===== src/rtl/mdu_seq_pkg.sv =====
// Shared encodings for the sequential multiply/divide unit.
package mdu_seq_pkg;

    // Operation select presented on the op port.
    typedef enum logic [1:0] {
        MDU_MUL   = 2'b00,
        MDU_MULHU = 2'b01,
        MDU_DIVU  = 2'b10,
        MDU_REMU  = 2'b11
    } mdu_op_e;

    // Control states of the iteration FSM.
    typedef enum logic [1:0] {
        IDLE = 2'b00,
        CALC = 2'b01,
        DONE = 2'b10
    } mdu_state_e;

endpackage


===== src/rtl/mdu_seq_div_step.sv =====
// One restoring-division step: shift the next dividend bit into the partial
// remainder, try to subtract the divisor, keep the difference if it fits.
module mdu_seq_div_step #(
    parameter int DATA_WIDTH = 32
) (
    input  logic [DATA_WIDTH-1:0] rem_in,
    input  logic                  bit_in,
    input  logic [DATA_WIDTH-1:0] divisor,
    output logic [DATA_WIDTH-1:0] rem_out,
    output logic                  q_bit
);

    // The shifted remainder needs one extra bit before the trial subtraction.
    logic [DATA_WIDTH:0] partial;

    // Trial subtraction; a divisor of zero always subtracts, giving q=1.
    always_comb begin
        partial = {rem_in, bit_in};
        q_bit   = (partial >= {1'b0, divisor});
        // After a successful subtraction the remainder is below the divisor,
        // so the top bit is always zero and can be dropped.
        rem_out = DATA_WIDTH'(q_bit ? (partial - {1'b0, divisor}) : partial);
    end

endmodule


===== src/rtl/mdu_seq.sv =====
// Multi-cycle unsigned multiply/divide unit: one multiplier bit or one
// quotient bit per cycle, DATA_WIDTH iterations, then a one-cycle done pulse.
// Handshake: start is taken only in IDLE (and only without flush); busy stays
// high from the cycle after acceptance through the done cycle; done is a
// single-cycle pulse during which result is valid; result then holds.
module mdu_seq
    import mdu_seq_pkg::*;
#(
    parameter int DATA_WIDTH = 32
) (
    input  logic                  clk,
    input  logic                  rst_n,
    input  logic                  start,
    input  logic [1:0]            op,
    input  logic [DATA_WIDTH-1:0] a,
    input  logic [DATA_WIDTH-1:0] b,
    input  logic                  flush,
    output logic                  busy,
    output logic                  done,
    output logic [DATA_WIDTH-1:0] result
);

    localparam int W  = DATA_WIDTH;
    localparam int CW = $clog2(W) + 1;

    mdu_state_e   state, state_next;
    mdu_op_e      op_q;
    logic [W-1:0] mcand;      // multiplicand, constant during an operation
    logic [2*W-1:0] prod;     // {partial high half, remaining multiplier bits}
    logic [W-1:0] divisor;
    logic [W-1:0] dvd;        // dividend bits shift out, quotient bits shift in
    logic [W-1:0] rem;
    logic [CW-1:0] cnt;
    logic [W-1:0] result_q;

    logic         accept;
    logic         last_step;
    logic [W:0]   mul_sum;
    logic [2*W-1:0] prod_next;
    logic [W-1:0] rem_next;
    logic         q_bit;
    logic [W-1:0] dvd_next;
    logic [W-1:0] final_sel;

    mdu_seq_div_step #(.DATA_WIDTH(W)) u_div_step (
        .rem_in  (rem),
        .bit_in  (dvd[W-1]),
        .divisor (divisor),
        .rem_out (rem_next),
        .q_bit   (q_bit)
    );

    // Next iteration values for both datapaths and the result they would give.
    always_comb begin
        accept    = (state == IDLE) && start && !flush;
        last_step = (cnt == CW'(W - 1));
        mul_sum   = {1'b0, prod[2*W-1:W]} + (prod[0] ? {1'b0, mcand} : '0);
        prod_next = {mul_sum, prod[W-1:1]};
        dvd_next  = {dvd[W-2:0], q_bit};
        case (op_q)
            MDU_MUL:   final_sel = prod_next[W-1:0];
            MDU_MULHU: final_sel = prod_next[2*W-1:W];
            MDU_DIVU:  final_sel = dvd_next;
            MDU_REMU:  final_sel = rem_next;
            default:   final_sel = '0;
        endcase
    end

    // State register.
    always_ff @(posedge clk or negedge rst_n) begin
        if (!rst_n) state <= IDLE;
        else        state <= state_next;
    end

    // Next-state and status outputs; flush always returns to IDLE silently.
    always_comb begin
        state_next = state;
        busy       = (state != IDLE);
        done       = 1'b0;
        case (state)
            IDLE: if (accept) state_next = CALC;
            CALC: begin
                if (flush)          state_next = IDLE;
                else if (last_step) state_next = DONE;
            end
            DONE: begin
                state_next = IDLE;
                done       = !flush;
            end
            default: state_next = IDLE;
        endcase
    end

    // Operand capture, per-cycle iteration, and result load on entering DONE.
    always_ff @(posedge clk or negedge rst_n) begin
        if (!rst_n) begin
            op_q     <= MDU_MUL;
            mcand    <= '0;
            prod     <= '0;
            divisor  <= '0;
            dvd      <= '0;
            rem      <= '0;
            cnt      <= '0;
            result_q <= '0;
        end else if (accept) begin
            op_q    <= mdu_op_e'(op);
            mcand   <= a;
            prod    <= {{W{1'b0}}, b};
            divisor <= b;
            dvd     <= a;
            rem     <= '0;
            cnt     <= '0;
        end else if (state == CALC && !flush) begin
            prod <= prod_next;
            dvd  <= dvd_next;
            rem  <= rem_next;
            cnt  <= cnt + CW'(1);
            if (last_step) result_q <= final_sel;
        end
    end

    assign result = result_q;

endmodule


===== config.mk =====
export PLATFORM = sky130hd
export DESIGN_NAME = mdu_seq
export DESIGN_NICKNAME = d
export VERILOG_FILES = /design/src/rtl/mdu_seq_pkg.sv /design/src/rtl/mdu_seq_div_step.sv /design/src/rtl/mdu_seq.sv
export SDC_FILE = /design/constraint.sdc
export NUM_CORES = 1
export LEC_CHECK = 0
export ABC_CLOCK_PERIOD_IN_PS = 5790
export BUFFER_PORTS_ARGS = -buffer_cell sky130_fd_sc_hd__buf_2
export CAP_MARGIN = 10
export CORE_UTILIZATION = 65
export CTS_CLUSTER_DIAMETER = 200
export CTS_CLUSTER_SIZE = 40
export DETAILED_ROUTE_END_ITERATION = 8
export MAX_ROUTING_LAYER = met4
export PLACE_DENSITY = 0.94
export RECOVER_POWER = 100
export SLEW_MARGIN = 25
export SYNTH_ARGS = -nofsm -noshare
export SYNTH_HDL_FRONTEND = slang
export SYNTH_SLANG_ARGS = --single-unit

===== constraint.sdc =====
create_clock -name clk -period 5.79 [get_ports clk]
set_clock_uncertainty 0.05 [all_clocks]
set_input_delay 0.579 -clock clk [delete_from_list [all_inputs] [get_ports clk]]
set_output_delay 0.579 -clock clk [all_outputs]
set_load 0.02 [all_outputs]

# Yosys cells after proc, flatten, opt, wreduce, memory -nomap -nowiden
# Cells that the tools add are included.
totals:
  output_inout_bits: 34
  register_bits: 234
  inputBits: 70
  wordCells: 48
classes:
  bitwise: 1
  order_cmp: 1
  reduce_logical: 10
  n_mux: 16
  n_eq_ne: 8
  addsub: 3
ops:
  columns: ["operator", "n"]
  rows:
  - ["2-to-1 mux 32 bit", 6]
  - ["2-to-1 mux 64 bit", 2]
  - ["case mux 32 bit (4 select lines)", 1]
  - ["adder 32 x 32 -> 33 bit", 1]
  - [">= comparator 33 x 32 -> 1 bit", 1]
  - ["subtractor 32 bit", 1]
  - ["2-to-1 mux 6 bit", 2]
  - ["adder 6 x 1 -> 6 bit, second input constant", 1]
  - ["== test 2 bit, second input constant", 3]
  - ["== test 6 x 5 -> 1 bit, second input constant", 1]
  - ["2-to-1 mux 2 bit", 3]
  - ["== test 2 x 1 -> 1 bit, second input constant", 2]
  - ["logical NOT 2 bit", 2]
  - ["case mux 2 bit (2 select lines)", 1]
  - ["nonzero test 2 bit", 2]
  - ["logical AND 1 bit", 3]
  - ["!= test 3 bit, second input constant", 1]
  - ["AND reduction 3 bit", 1]
  - ["!= test 2 bit, second input constant", 1]
  - ["AND reduction 2 bit", 1]
  - ["logical NOT 1 bit", 1]
  - ["2-to-1 mux 1 bit", 1]
  - ["NOT 1 bit", 1]

# Logic depth before layout (Yosys ltp)
logic_depth:
  depth_word: 5
  mapped_depth: 14
  depth_no_buf: 13

# Modules after synthesis
# Synthesis repeated with hierarchy kept, for this count alone.
unflattened:
  cells_unflattened: 1595
  area_unflattened_um2: 13988.4
modules_own_cells:
  columns: ["mod", "n_inst", "cells_each", "seq_area_each_um2", "area_per_inst_um2"]
  rows:
  - ["mdu_seq", 1, 1244, 5855.6, 11766.3]
  - ["mdu_seq_div_step", 1, 351, 0.0, 2222.1]

# Worst setup path before layout
# Ideal clock, no wire load.
synth_timing:
  path_kind: "reg2reg"
  start: "register dvd[31]"
  end: "register result_q[26], in the netlist result[26]"
  period_less_slack_ns: 3.152
  arrival_time_ns: 3.015
  n_path_buf: 0
  stages_incl_launch_ff: 14
  path_slack_ns: 2.638
  path_cell_list: "dfrtp_1 inv_1 ha_1 inv_1 fa_1 a21o_1 a221oi_2 nor4_1 or4_4 a311oi_1 xnor2_1 mux2i_1 or2_1 a211oi_2"
synth_via:
  elab_chain_cells: 3
synth_lines:
  columns: ["element", "line_no", "text"]
  rows:
  - ["start, declared", "mdu_seq.sv:31", "logic [W-1:0] dvd;"]
  - ["start signal, assigned", "mdu_seq.sv:115", "dvd <= dvd_next;"]
  - ["subtractor 32 bit or >= comparator 33 x 32 -> 1 bit (tied branches)", "mdu_seq_div_step.sv:22, mdu_seq_div_step.sv:19", null]
  - ["2-to-1 mux 32 bit *", "mdu_seq_div_step.sv:22", "rem_out = DATA_WIDTH'(q_bit ? (partial - {1'b0, divisor}) : partial);"]
  - ["case mux 32 bit (4 select lines) *", "mdu_seq.sv:60", "case (op_q)"]
  - ["end signal, assigned", "mdu_seq.sv:118", "if (last_step) result_q <= final_sel;"]
  - ["end, declared", "mdu_seq.sv:34", "logic [W-1:0] result_q;"]
# Mark *: on every way between the ends. The rest lies on a longest branch, timed or not.
# A chain may end at the register's enable or synchronous reset.

# Worst setup path in the final report
layout_timing:
  start: "register state[1]"
  end: "register prod[54]"
layout_via:
  elab_chain_cells: 4
layout_lines:
  columns: ["element", "line_no", "text"]
  rows:
  - ["start, declared", "mdu_seq.sv:26", "mdu_state_e state, state_next;"]
  - ["start signal, assigned", "mdu_seq.sv:72", "else state <= state_next;"]
  - ["logical NOT 2 bit", "mdu_seq.sv:55", "accept = (state == IDLE) && start && !flush;"]
  - ["logical AND 1 bit (2 in a row)", "mdu_seq.sv:55", null]
  - ["2-to-1 mux 64 bit or nonzero test 2 bit (tied branches)", null, null]
  - ["end signal, assigned", "mdu_seq.sv:108", "prod <= {{W{1'b0}}, b};"]
  - ["end signal, assigned", "mdu_seq.sv:114", "prod <= prod_next;"]
  - ["end, declared", "mdu_seq.sv:29", "logic [2*W-1:0] prod;"]
# Parallel ways exist; a longest one is shown, timed or not.

==> impl_metrics.csv <==
group,metric,value,unit
clock_tree,clk_path_buf_depth,3,
place,placed_area,14300,µm²
global_routing,track_usage,36.7,%
pwr,power_density,415,nW/µm²
setup_path,critPathLaunchType,"flip-flop",
layout,diodes,0,
timing,rsz0062_at_grt,"no",
clock_tree,cts_sinks,234,
routing,post_drt_via_cell_ratio,6.51,
die,core-area,20400,µm²
routing,drt_iter0_drc,1177,
routing,detail-route-antenna-nets,0,
logic_synthesis,async_flop_share,100,%
hold_path,hold_start,"op[0]",
die,die_area,21700,µm²
die,die_h,147,µm
global_routing,grt_max_degree,200,
logic_synthesis,ys_types,80,
timing,slew_viol_final,232,
layout,final_layout_size_suffix_gt1_share,6.36,%
pwr,p_sw,2.63,mW
pwr,netSwitchingFraction,43.8,%
pwr,vdd_drop_max,0.000221,V
routing,drtPass1Iterations,7,
setup_path,r2r-start,"state[1]",
logic_synthesis,synth_xor_area_share,3.45,%
routing,routed_wl,38.3,mm
pwr,leakage,6.93,nW
clock_tree,ctsHoldBuffers,1,
clock_tree,cts.clk_slew.worst_paths,0.15,ns
clock_tree,cts_max_level,1,
layout,final_common_cell,"nand2_1",
timing,tightest_slew,2.47,ns
clock_tree,clkLatencyLatePin,0.49,ns
setup_path,path_max_fanout,64,
global_routing,grt-busiest-layer,"met2",
global_routing,gr-usage-met3,4.32,%
timing,maxSlewHeadroom,-64.8,%
routing,wl_per_cell,20.3,µm
clock_tree,cts_tree,"built",
timing,finalHoldViolations,0,
die,die_w,147,µm
die,rows,52,
timing,fin_setup_tns,0,ns
logic_synthesis,synth_edf_count,0,
setup_path,crit_family,"buffers and inverters",
timing,clock.fmax,225,MHz
timing,period_needed,4.45,ns
global_routing,met2_usage,55.9,%
logic_synthesis,synth_compound_area_share,18.9,%
pwr,combPwrFrac,48.4,%
clock_tree,cts_resized,0,
logic_synthesis,synth.mux.area_fraction,2.79,%
layout,final_area,14400,µm²
pwr,internal_power,3.36,mW
layout,final_cell_mix,"nand2_1 (353), dfrtp_1 (233), o21ai_0 (125), a21oi_1 (97), nand3_1 (83)",
routing,vias,12299,
logic_synthesis,synthAdderAreaFrac,6.23,%
setup_path,reg2regPathDepth,6,
logic_synthesis,post_synth_and_or_nand_nor_area_fraction,21.7,%
flow_run,maxCapViolations,4,
die,initial_utilization,67.1,%
setup_path,crit_path_cell_trace,"nor2_1 > and2_4 > clkbuf_1 > nor2_4 > clkbuf_2 > a32o_1",
logic_synthesis,synth_flop_cell,"dfrtp_1",
global_routing,overflow,0,
place,gp_congestion,1.01,
logic_synthesis,yosysSeqAreaShare,42.7,%
timing,final-setup-viol-count,0,
hold_path,hold_end,"op_q[0]",
setup_path,critPathSlowestCell,"clkbuf_1",
timing,timing.final.crit_share,76.9,%
clock_tree,cts_setup_buffers,0,
pwr,seqPwrFrac,38.2,%
setup_path,crit_buf_inv,2,
run_status,outcome,"complete, but fails checks",
logic_synthesis,synth_seq_cells,234,
setup_path,r2r_slack,1.34,ns
logic_synthesis,synth_nets,1721,
routing,drc,0,
place,hpwl,27.3,mm
clock_tree,root_buffer,"clkbuf_16",
layout,nets,1757,
setup_path,end_kind,"flip-flop",
logic_synthesis,synth_top_family_by_area,"simple AND/OR/NAND/NOR gates",
setup_path,cp.required,6.12,ns
setup_path,cp_slowest_stage_delay,1.81,ns
setup_path,critical_path_class,"flip-flop to flip-flop",
clock_tree,numCtsBuffers,9,
die,io_pins,104,
global_routing,grt_pass1_wl,61.0,mm
logic_synthesis,yosysWarnings,0,
pwr,p_total,5.99,mW
pwr,power_frac_clock,13.3,%
hold_path,hold_path_class,"input port to flip-flop",
logic_synthesis,netlist_area,13700,µm²
place,io_buffers,103,
hold_path,holdPathStages,3,
logic_synthesis,synth.avg_cell_area,8.65,µm²
run_status,violations,"capacitance limit, slew limit",
global_routing,antenna_found_initial,0,
global_routing,grt_pass1_vias,11731,
setup_path,crit_arrival,4.78,ns
logic_synthesis,netlist_instances,1584,
layout,syn2layout_area_growth,5.22,%
setup_path,reg2reg_to,"prod[54]",
global_routing,grt.met1_usage,48.7,%
## sequential cells by signal (all words and copies together), names as in the netlist
register and count:
op_q 2, prod 64, rem 32, mcand 32, dvd 32, result 32, cnt 6, state 2
divisor 32
## Yosys cell counts, drive strengths merged, types with 4 or more instances
cell | number | area share, %
nor4 | 5 | 0.34
or2 | 4 | 0.18
ha | 65 | 5.9
clkbuf | 74 | 2.0
dfrtp | 234 | 43
o211ai | 11 | 0.64
a2111oi | 12 | 0.77
a221oi | 8 | 0.60
nand3 | 83 | 3.0
xnor2 | 39 | 2.5
nor3b | 10 | 0.69
o21bai | 7 | 0.38
nand2b | 6 | 0.27
xor2 | 15 | 0.96
inv | 51 | 1.4
and2 | 49 | 2.3
a22o | 26 | 1.7
nor2b | 15 | 0.68
nor2 | 67 | 1.8
and3 | 6 | 0.27
nand4 | 15 | 0.73
mux2i | 36 | 2.6
o31ai | 4 | 0.22
a21oi | 99 | 3.7
a31oi | 9 | 0.41
a21o | 24 | 1.3
buf | 14 | 0.71
o21a | 12 | 0.66
nand2 | 355 | 9.7
or3 | 9 | 0.45
a211oi | 22 | 1.2
nor3 | 21 | 0.77
o21ai | 125 | 4.6
## worst min-delay path, cell delays in order
cell and delay, ns:
buf_2 0.07, nand2_1 0.04, nand2_1 0.04
## routing by layer
layer | up-vias | share of wire, % | wire (µm)
met5 | - | 0 | 0
met4 | 0 | 5.8 | 2210
met3 | 139 | 8.3 | 3200
met2 | 693 | 46 | 17600
met1 | 5878 | 40 | 15400
li1 | 5589 | - | -
## worst max-delay path by stage
stage | from | endpoint | slack (ns) | cells after the start
after CTS | prod[0] | result[27] | 1.72 | 13
after global placement | flush | result[31] | 1.99 | 10
after global routing | state[1] | prod[34] | 1.19 | 6
after detailed placement | prod[0] | result[27] | 1.77 | 13
final | state[1] | prod[54] | 1.34 | 6
after floorplan | dvd[31] | result[26] | 2.64 | 13
## through the flow
stage	util [%]	std cells	worst slack, ns	hold slack [ns]
5_1_grt	70.6	1890	1.19	0.235
2_1_floorplan	-	1584	2.64	0.233
4_1_cts	71.1	1889	1.72	0.226
3_3_place_gp	69.9	1877	1.99	0.403
3_5_place_dp	69.9	1877	1.77	0.408
6_report	70.6	1890	1.34	0.219
## power groups by stage
stage,Clock [mW],Sequential (mW),Combinational (mW)
floorplan,0,2.18,2.20
global placement,0,2.29,2.76
detailed placement,0,2.30,2.84
CTS,0.801,2.27,2.86
global route,0.848,2.32,3.15
finish,0.799,2.29,2.90
## cell families after synthesis
group,count (synthesis)
adders and majority gates,67
DFF,234
muxes,38
xor gates and xnor gates,54
AOI/OAI and AO/OA,399
and+or+nand+nor,653
buffers and inverters,139
## final cells by class
cell class,instances,area [µm²]
inverters,51,191
repair buffers,113,571
fillers,1618,6010
clock buffers,10,229
clock inverters,1,8.76
well taps,270,338
flip-flops and latches,234,5860
multi-input cells,1211,7220
Note: power is estimated with default switching activity, not from simulation.
